## src/rtl/puf_pkg.sv

```systemverilog
`default_nettype none
// ============================================================================
//  Module      : puf_pkg
//  Description : Shared types, default widths and timing helpers for the
//                ring-oscillator PUF challenge controller.
//  Revision    : 1.0 - initial release
// ============================================================================
package puf_pkg;

    localparam int PUF_CHAL_W    = 5;
    localparam int PUF_CNT_W     = 8;
    localparam int PUF_RESP_BITS = 8;
    localparam int PUF_WINDOW    = 256;
    localparam int PUF_SETTLE    = 4;

    localparam int PUF_ST_W = 3;

    typedef enum logic [PUF_ST_W-1:0] {
        ST_IDLE   = 3'd0,
        ST_CLEAR  = 3'd1,
        ST_RUN    = 3'd2,
        ST_FREEZE = 3'd3,
        ST_EVAL   = 3'd4,
        ST_DONE   = 3'd5
    } puf_state_e;

    // Cycles spent on one response bit: clear + window + freeze + evaluate
    function automatic int puf_bit_cycles(input int window, input int settle);
        return 2 * settle + window + 1;
    endfunction

    function automatic int puf_max(input int a, input int b);
        return (a > b) ? a : b;
    endfunction

endpackage
`default_nettype wire

```

## src/rtl/puf_phase_timer.sv

```systemverilog
`default_nettype none
// ============================================================================
//  Module      : puf_phase_timer
//  Description : Loadable down-counter that flags when it has reached zero.
//                Loading N keeps the owning phase alive for N+1 cycles.
//  Revision    : 1.0 - initial release
// ============================================================================
module puf_phase_timer #(
    parameter int TMR_W = 9
) (
    input  logic             clk,
    input  logic             rst,
    input  logic             load,
    input  logic [TMR_W-1:0] load_val,
    output logic             done
);

    logic [TMR_W-1:0] cnt_q;
    logic [TMR_W-1:0] cnt_d;

    // Load takes priority; otherwise count down and rest at zero
    always_comb begin
        cnt_d = cnt_q;
        if (load) begin
            cnt_d = load_val;
        end else if (cnt_q != '0) begin
            cnt_d = cnt_q - TMR_W'(1);
        end
    end

    // Counter register
    always_ff @(posedge clk) begin
        if (rst) begin
            cnt_q <= '0;
        end else begin
            cnt_q <= cnt_d;
        end
    end

    assign done = (cnt_q == '0);

endmodule
`default_nettype wire

```

## src/rtl/puf_challenge_ctrl.sv

```systemverilog
`default_nettype none
// ============================================================================
//  Module      : puf_challenge_ctrl
//  Description : Issues a run of challenges to a ring-oscillator PUF pair,
//                gates the oscillators for a fixed window per challenge,
//                compares the frozen edge counts into response bits and
//                hands the response word out over valid/ready.
//  Revision    : 1.0 - initial release
// ============================================================================
module puf_challenge_ctrl
    import puf_pkg::*;
#(
    parameter int CHAL_W    = PUF_CHAL_W,
    parameter int CNT_W     = PUF_CNT_W,
    parameter int RESP_BITS = PUF_RESP_BITS,
    parameter int WINDOW    = PUF_WINDOW,
    parameter int SETTLE    = PUF_SETTLE
) (
    input  logic                 clk,
    input  logic                 rst_n,
    input  logic                 start,
    input  logic [CHAL_W-1:0]    chal_seed,
    output logic                 busy,
    output logic                 ro_ena,
    output logic [CHAL_W-1:0]    chal_out,
    output logic                 cnt_clr,
    input  logic [CNT_W-1:0]     cnt_a,
    input  logic [CNT_W-1:0]     cnt_b,
    output logic [RESP_BITS-1:0] resp,
    output logic                 resp_valid,
    input  logic                 resp_ready,
    output logic                 tie_flag,
    output logic                 sat_flag
);

    localparam int TMR_W = $clog2(puf_max(WINDOW, SETTLE)) + 1;
    localparam int IDX_W = (RESP_BITS > 1) ? $clog2(RESP_BITS) : 1;

    localparam logic [TMR_W-1:0] c_settle_load = TMR_W'(SETTLE - 1);
    localparam logic [TMR_W-1:0] c_window_load = TMR_W'(WINDOW - 1);
    localparam logic [IDX_W-1:0] c_last_idx    = IDX_W'(RESP_BITS - 1);
    localparam logic [CNT_W-1:0] c_cnt_max     = '1;

    // Note: the port named rst_n is an active-high synchronous reset.

    puf_state_e state_q, state_d;

    logic [CHAL_W-1:0]    chal_q, chal_d;
    logic [IDX_W-1:0]     bit_idx_q, bit_idx_d;
    logic [RESP_BITS-1:0] resp_q, resp_d;
    logic                 tie_q, tie_d;
    logic                 sat_q, sat_d;
    logic                 busy_q, busy_d;
    logic                 ro_ena_q, ro_ena_d;
    logic                 cnt_clr_q, cnt_clr_d;
    logic                 resp_valid_q, resp_valid_d;

    logic             tmr_load;
    logic [TMR_W-1:0] tmr_val;
    logic             tmr_done;
    logic             w_last_bit;
    logic             w_handshake;

    assign w_last_bit  = (bit_idx_q == c_last_idx);
    assign w_handshake = resp_valid_q & resp_ready;

    puf_phase_timer #(
        .TMR_W (TMR_W)
    ) u_phase_timer (
        .clk      (clk),
        .rst      (rst_n),
        .load     (tmr_load),
        .load_val (tmr_val),
        .done     (tmr_done)
    );

    // State register
    always_ff @(posedge clk) begin
        if (rst_n) begin
            state_q <= ST_IDLE;
        end else begin
            state_q <= state_d;
        end
    end

    // Next-state logic; the phase timer is loaded on entry to each timed phase
    always_comb begin
        state_d  = state_q;
        tmr_load = 1'b0;
        tmr_val  = '0;
        case (state_q)
            ST_IDLE: begin
                if (start) begin
                    state_d  = ST_CLEAR;
                    tmr_load = 1'b1;
                    tmr_val  = c_settle_load;
                end
            end
            ST_CLEAR: begin
                if (tmr_done) begin
                    state_d  = ST_RUN;
                    tmr_load = 1'b1;
                    tmr_val  = c_window_load;
                end
            end
            ST_RUN: begin
                if (tmr_done) begin
                    state_d  = ST_FREEZE;
                    tmr_load = 1'b1;
                    tmr_val  = c_settle_load;
                end
            end
            ST_FREEZE: begin
                if (tmr_done) begin
                    state_d = ST_EVAL;
                end
            end
            ST_EVAL: begin
                if (w_last_bit) begin
                    state_d = ST_DONE;
                end else begin
                    state_d  = ST_CLEAR;
                    tmr_load = 1'b1;
                    tmr_val  = c_settle_load;
                end
            end
            ST_DONE: begin
                if (w_handshake) begin
                    state_d = ST_IDLE;
                end
            end
            default: begin
                state_d = ST_IDLE;
            end
        endcase
    end

    // Output and datapath next values; strobes follow the state one cycle
    // later so they leave registers and can never both be high
    always_comb begin
        chal_d       = chal_q;
        bit_idx_d    = bit_idx_q;
        resp_d       = resp_q;
        tie_d        = tie_q;
        sat_d        = sat_q;
        busy_d       = (state_d != ST_IDLE);
        cnt_clr_d    = (state_q == ST_CLEAR);
        ro_ena_d     = (state_q == ST_RUN);
        resp_valid_d = (state_q == ST_DONE) && !w_handshake;
        case (state_q)
            ST_IDLE: begin
                if (start) begin
                    chal_d    = chal_seed;
                    bit_idx_d = '0;
                    resp_d    = '0;
                    tie_d     = 1'b0;
                    sat_d     = 1'b0;
                end
            end
            ST_EVAL: begin
                resp_d[bit_idx_q] = (cnt_a > cnt_b);
                tie_d  = tie_q | (cnt_a == cnt_b);
                sat_d  = sat_q | (cnt_a == c_cnt_max) | (cnt_b == c_cnt_max);
                chal_d = chal_q + CHAL_W'(1);
                if (!w_last_bit) begin
                    bit_idx_d = bit_idx_q + IDX_W'(1);
                end
            end
            default: begin
            end
        endcase
    end

    // Datapath and output registers
    always_ff @(posedge clk) begin
        if (rst_n) begin
            chal_q       <= '0;
            bit_idx_q    <= '0;
            resp_q       <= '0;
            tie_q        <= 1'b0;
            sat_q        <= 1'b0;
            busy_q       <= 1'b0;
            cnt_clr_q    <= 1'b0;
            ro_ena_q     <= 1'b0;
            resp_valid_q <= 1'b0;
        end else begin
            chal_q       <= chal_d;
            bit_idx_q    <= bit_idx_d;
            resp_q       <= resp_d;
            tie_q        <= tie_d;
            sat_q        <= sat_d;
            busy_q       <= busy_d;
            cnt_clr_q    <= cnt_clr_d;
            ro_ena_q     <= ro_ena_d;
            resp_valid_q <= resp_valid_d;
        end
    end

    assign busy       = busy_q;
    assign ro_ena     = ro_ena_q;
    assign cnt_clr    = cnt_clr_q;
    assign chal_out   = chal_q;
    assign resp       = resp_q;
    assign resp_valid = resp_valid_q;
    assign tie_flag   = tie_q;
    assign sat_flag   = sat_q;

endmodule
`default_nettype wire

```

## config.mk

```make
export PLATFORM = sky130hd
export DESIGN_NAME = puf_challenge_ctrl
export DESIGN_NICKNAME = d
export VERILOG_FILES = /design/src/rtl/puf_pkg.sv /design/src/rtl/puf_phase_timer.sv /design/src/rtl/puf_challenge_ctrl.sv
export SDC_FILE = /design/constraint.sdc
export NUM_CORES = 1
export LEC_CHECK = 0
export CORE_ASPECT_RATIO = 0.5
export CORE_UTILIZATION = 45
export DETAILED_ROUTE_END_ITERATION = 6
export GPL_TIMING_DRIVEN = 0
export PLACE_DENSITY = 0.75
export SETUP_SLACK_MARGIN = 0.5
export SYNTH_ARGS = -nofsm -noshare
export SYNTH_HDL_FRONTEND = slang
export SYNTH_SLANG_ARGS = --single-unit
```

## constraint.sdc

```tcl
create_clock -name clk -period 2.5 [get_ports clk]
set_clock_uncertainty 0.15 [all_clocks]
set_input_delay 0.375 -clock clk [delete_from_list [all_inputs] [get_ports clk]]
set_output_delay 0.375 -clock clk [all_outputs]
set_load 0.05 [all_outputs]
```

== Word level (Yosys, flattened, before mapping) ==
Index checks and enable logic that the tools add are counted.

* Reduce and logical (&&, ||, !) cells: 12
* Bitwise logic cells: 4
* Equal/unequal tests: 11
* Add/sub/neg operators: 3
* Order comparisons: 3
* Muxes and demuxes: 31

{| class="wikitable"
|+ Operators with widths
! operator !! count
|-
| one-hot mux 8 bit (4 select lines) || 1
|-
| 2-to-1 mux 3 bit || 8
|-
| 2-to-1 mux 9 bit || 2
|-
| one-hot mux 3 bit (6 select lines) || 1
|-
| equality test 8 bit, second input constant || 2
|-
| 2-to-1 mux 8 bit || 2
|-
| one-hot mux 8 bit (2 select lines) || 1
|-
| one-hot mux 5 bit (2 select lines) || 1
|-
| equality test 3 bit, second input constant || 3
|-
| logical NOT 9 bit || 1
|-
| nonzero test 9 bit || 1
|-
| subtractor 9 x 1 -> 9 bit, second input constant || 1
|-
| bitwise mux 8 bit || 1
|-
| equality test 8 bit || 1
|-
| greater-than comparator 8 bit || 1
|-
| equality test 3 x 2 -> 1 bit, second input constant || 2
|-
| 2-to-1 mux 2 bit || 3
|-
| one-hot mux 3 bit (2 select lines) || 1
|-
| adder 5 x 1 -> 5 bit, second input constant || 1
|-
| 2-to-1 mux 1 bit || 5
|-
| 2-to-1 mux 5 bit || 1
|-
| < comparator 3 x 4 -> 1 bit, second input constant || 1
|-
| inequality test 2 bit, second input constant || 2
|-
| one-hot mux 1 bit (2 select lines) || 2
|-
| 15 further kinds || 19
|}

* Register bits: 34
* Output and inout bits: 19

== Depth between registers and ports, before layout ==
* Depth in word-level cells: 6
* Gate-level depth with buffers: 8
* Depth with buffers taken out: 7

== Hierarchy ==
A second synthesis with hierarchy kept.

* Cells, all modules: 246
* Area total of the unflattened synthesis: 2020.7 µm²

{| class="wikitable"
|+ Modules (own cells, without submodules)
! module !! area an instance (µm²) !! sequential area each (µm²) !! instances !! cells each
|-
| puf_challenge_ctrl || 1506.4 || 500.5 || 1 || 184
|-
| puf_phase_timer || 514.2 || 180.2 || 1 || 62
|}

== Least setup slack after synthesis ==
Ideal clock, no wire load.

* Kind: reg-to-reg
* From: register bit_idx_q[0]
* To: register u_phase_timer.cnt_q[6]
* Slack: 0.366 ns
* Cell stages (with the launch flop): 8
* Arrival: 1.850 ns
* Required time: 2.216 ns
* Cell sequence: dfxtp_1 -> ha_1 -> ha_1 -> or4b_2 -> o211ai_1 -> o21ai_2 -> o21ai_0 -> a21oi_1

* Longest elaborated chain between the ends: 4

{| class="wikitable"
|+ Ends and longest elaborated chain
! element !! line !! source
|-
| start, declared || puf_challenge_ctrl.sv:49 || <nowiki>logic [IDX_W-1:0] bit_idx_q, bit_idx_d;</nowiki>
|-
| start signal, assigned || puf_challenge_ctrl.sv:188 || <nowiki>bit_idx_q <= bit_idx_d;</nowiki>
|-
| equality test 3 bit (*) || puf_challenge_ctrl.sv:64 || <nowiki>assign w_last_bit = (bit_idx_q == c_last_idx);</nowiki>
|-
| 2-to-1 mux 1 bit (*) || puf_challenge_ctrl.sv:119 || <nowiki>if (w_last_bit) begin</nowiki>
|-
| one-hot mux 1 bit (3 select lines) (*) || puf_challenge_ctrl.sv:91 || <nowiki>case (state_q)</nowiki>
|-
| 2-to-1 mux 9 bit / nonzero test 2 bit (equally long branches) || - ||
|-
| end signal, assigned || puf_phase_timer.sv:36 || <nowiki>cnt_q <= cnt_d;</nowiki>
|-
| end, declared || puf_phase_timer.sv:18 || <nowiki>logic [TMR_W-1:0] cnt_q;</nowiki>
|}

Every way passes the cells marked *; elsewhere a longest branch is shown, timed or not.
A chain may end at the register's enable or synchronous reset.

== Final worst setup path ==
* From: register bit_idx_q[0]
* To: register u_phase_timer.cnt_q[2]

Same word-level chain as after synthesis.

==> results <==
- For the pin with the worst max-slew slack, the measured transition is 0.5609 ns.
- The total routed wirelength is 4.568 mm.
- The final number of max-transition violations was 0.
- The via count of the first global-routing pass is around 1600.
- The initial cell density of the core is 0.4765.
- The share of the synthesized area in the top cell type is 0.3622.
- Counting flops with a built-in enable in the synthesized netlist gives 0.
- The core region is slightly below 0.004 mm².
- For this run, the detailed router's first-pass iteration total came to 6.
- In this run the most critical hold path is launched from resp[6].
- The final critical delay including setup and external delays is 2.033 ns.
- The flow ran to the end, but the final reports show violations.
- Static timing analysis puts the maximum clock frequency at a little under 0.5 GHz.
- The count of cells in the finished layout, fillers not included, comes to between 300 and 400.
- Among all flip-flop cells after synthesis, the most frequent one is dfxtp_1.
- For this run, design rule violations remaining after detail routing come to 1.
- Summing every instance area after synthesis gives between 0.0015 and 0.002 mm².
- The number of endpoints failing setup at the final stage is 0.
- The average wire per standard cell is about 13 µm.
- The die covers approximately 0.0045 mm².
- The register share of total power is 0.340.
- The post-synthesis cell count is between 200 and 250.
- The number of vias in the routed layout is between 1500 and 2000.
- The number of violations of the max-capacitance limit is 0.
- The total number of nets in the final design is ~330.
- The analysis attributes to cell leakage a power of around 1.2 nW.
- The y dimension of the die is roughly 48 µm.
- After detailed routing, the number of vias per cell comes to approximately 5.3.
- The routability-driven placement congestion ratio is about 0.83.
- The synthesized design contains 34 register bits.
- The startpoint type of the worst setup path is a flop.
- The remaining max-slew budget at the tightest pin is 0.6240.
- In the final layout, the share of cells above drive strength 1 is 0.1672.
- Once placement finished, the instance area stood at between 0.002 and 0.0025 mm².
- The unique cell type count in the Yosys netlist is 48.
- The clock network fraction of total power is 0.177.
- The first routing iteration left just over 70 violations.
- The root buffer selected by CTS is clkbuf_8.
- The worst reg2reg path startpoint is bit_idx_q[0].
- The final count of hold timing violations is 0.
- The aggregate global routing overflow is 0.
- Of the synthesized area, sequential elements account for 0.3622.
- The switching power is roughly 0.0009 W.
- The fraction of registers with async set/reset is 0.
- The sort of element at the end of the critical path is a flop.
- The worst vdd rail ir drop is 0.5052 mV.
- For this run, the share of the core covered by cells in the final layout is 0.6691.
- The aggregate global-route resource usage is 0.2089.
- Of the total power, the share spent switching nets is 0.4152.
- The critical path data arrival time is roughly 2.1 ns.
- The area growth from synthesis to final layout is 40.41%.
- The count of synthesis-stage warnings from yosys is 0.
- When the netlist entered floorplanning its net count stood at roughly 270.
- The final cell area excluding filler cells is roughly 0.0026 mm².
- Data on the critical path is required at its endpoint by about 2.5 ns.
- The clock transition at the registers of the reported paths is 0.07 ns.
- For this design the top-level I/O count stands at 44.
- The maximum number of pins on one net before global-route repair is 11.
- The type of the worst min-delay path is reg -> reg.
- The die is 93.39 µm wide.
- The startpoint-to-endpoint class of the critical path is reg -> reg.
- The number of clock buffers added by TritonCTS is 5.
- The number of buffers between clock root and the deepest sink is 2.
- The cell-internal power is ~0.0012 W.
- CTS built an H-tree with a depth of 2.
- On the final layout, the worst hold slack is between 0.3 and 0.4 ns.
- The clock network latency to the later pin of the worst-skew pair is roughly 0.29 ns.
- The instance count after placement with tap cells included is about 320.
- The fill cell total of the finished layout is roughly 330.
- Summed over all nets, the half-perimeter wirelength after detailed placement is between 3 and 4 mm.
- Buffers placed on the I/O ports in this run total 42.
- The repair_antennas step left the layout with diodes totalling 0.
- The initial antenna violation count came to 0.
- The checks that failed: design-rule violations.
- The clock net in this run drives a total of 34 sinks.
- TritonCTS built the clock tree.
- Of the total power, combinational logic draws 0.482.
- Yosys attributes the largest share of cell area to dfxtp_1 36%, ha_1 8.7%, a21oi_1 5.9%.
- The most critical setup path has its startpoint at bit_idx_q[0].
- In this run the power density over the cells is between 800 and 900 mW/mm².
- The first-pass GRT wire length is between 7 and 8 mm.
- In this run the core area contains 16 standard-cell rows.
- In this run the remaining antenna-violating nets after routing total 0.
- After clock tree synthesis, the flow added hold-fix buffers numbering 0.
- After synthesis, the mean cell area works out to 8.279 µm².
- The largest driver fanout on the critical path is 6.
- In the finished design, the share of the clock period the worst path needs comes to 0.8132.
- The synthesized design spends more area on one cell type than any other, namely dfxtp_1.
- Setup repair after global routing could not meet its margin everywhere.
## cell families (layout without fill, tap and decap cells)
kind of cell / after synthesis / count (layout) / share of synthesized area
simple gates: 98 / 98 / 0.2803
compound gates: 48 / 49 / 0.1538
flops: 34 / 34 / 0.3622
buf+inv: 20 / 79 / 0.04593
fa+ha+maj: 13 / 13 / 0.08655
mux: 8 / 8 / 0.04328
xor+xnor: 6 / 6 / 0.02797
## what timing repair did
item	in CTS	in global routing
gates cloned	1	0
pin swaps	11	15
buffers inserted	6	4
resized for setup	16	18
setup endpoints to repair	23	23
## placed cells by master (no fill, tap or decap), types with 3 or more instances in the layout
cell type and count:
inv_1 11, nand2_1 29, xor2_1 3, clkbuf_1 4, dlygate4sd2_1 5, clkdlybuf4s50_1 31
nand3_1 11, nor2_1 16, nor4_1 3, a21oi_2 6, buf_4 9, a21oi_1 16
xnor2_1 3, nor3_1 3, dfxtp_1 32, buf_2 3, o21ai_0 8, ha_1 11
clkbuf_8 5, nor2b_1 3, dlymetal6s2s_1 6, mux2i_1 7, nand4_1 10
## synth_stat cells (2+ instances only)
master    number
or3b_2         2
clkbuf_1       4
nor2_1        17
o211ai_1       2
nor3_1         4
inv_1         12
nand2b_1       2
and2_1         2
dfxtp_1       34
buf_2          3
nor2b_1        3
nor4_1         3
xor2_1         3
nand4_1       10
nand3b_1       2
o21ai_0       10
nand2_1       29
xnor2_1        3
nand3_1       11
a21oi_1       22
nand4b_1       2
o31ai_1        2
mux2i_1        7
ha_1          13
or3_1          2
## power by group through the flow
stage | clock, W | sequential, W | combinational, W
2_1_floorplan | 0 | 0.000816 | 0.000583
3_3_place_gp | 0 | 0.000725 | 0.000883
3_5_place_dp | 0 | 0.000728 | 0.000902
4_1_cts | 0.000386 | 0.000720 | 0.000963
5_1_grt | 0.000411 | 0.000733 | 0.00112
6_report | 0.000378 | 0.000725 | 0.00103
## worst max-delay path: stages, from the launching register on
cell and delay (ns):
dfxtp_4 0.36, ha_4 0.16, ha_4 0.15, or4b_4 0.49, o211ai_1 0.23, a21o_2 0.29, a21oi_1 0.08
## worst paths after layout
check / end / slack, ns / cells past startpoint
setup / recovery: u_phase_timer.cnt_q[2] / 0.47 / 6
setup reg to reg: u_phase_timer.cnt_q[2] / 0.47 / 6
hold reg to reg: resp[6] / 0.31 / 2
hold / removal: resp[6] / 0.31 / 2
## registers in the layout, summed over array words and instances, names as in the netlist
| register | cells |
|---|---|
| bit_idx_q | 3 |
| resp | 8 |
| ro_ena | 1 |
| chal_out | 5 |
| busy | 1 |
| u_phase_timer.cnt_q | 9 |
| state_q | 3 |
| tie_flag | 1 |
| resp_valid | 1 |
| cnt_clr | 1 |
| sat_flag | 1 |
## per-layer routing
| metal | track usage | vias to the layer above | wire length [µm] |
|---|---|---|---|
| met5 | 0 | - | 0 |
| met4 | 0.06462 | 0 | 53 |
| met3 | 0.04762 | 7 | 166 |
| met2 | 0.3882 | 29 | 2174 |
| met1 | 0.2533 | 843 | 2174 |
| li1 | - | 943 | - |
## layout make-up
class / count / area (µm²) / area share
multi-input cells: 174 / 1210 / 0.4585
flip-flops and latches: 34 / 688.2 / 0.2608
repair buffers: 52 / 508.0 / 0.1925
clock buffers: 5 / 68.82 / 0.02608
well taps: 54 / 67.56 / 0.02560
inverters: 12 / 45.04 / 0.01707
plain buffers: 8 / 41.29 / 0.01565
clock inverters: 2 / 10.01 / 0.003793
## metrics by stage
stage / setup slack, ns / setup TNS (ns) / total power, W
3_5_place_dp: -0.1135 / -0.7217 / 0.001630
5_1_grt: 0.3894 / 0 / 0.002266
4_1_cts: 0.4339 / 0 / 0.002069
3_3_place_gp: -0.003358 / -0.003358 / 0.001608
6_report: 0.4670 / 0 / 0.002131
2_1_floorplan: 0.5613 / 0 / 0.001399
Note: power is estimated with default switching activity, not from simulation.
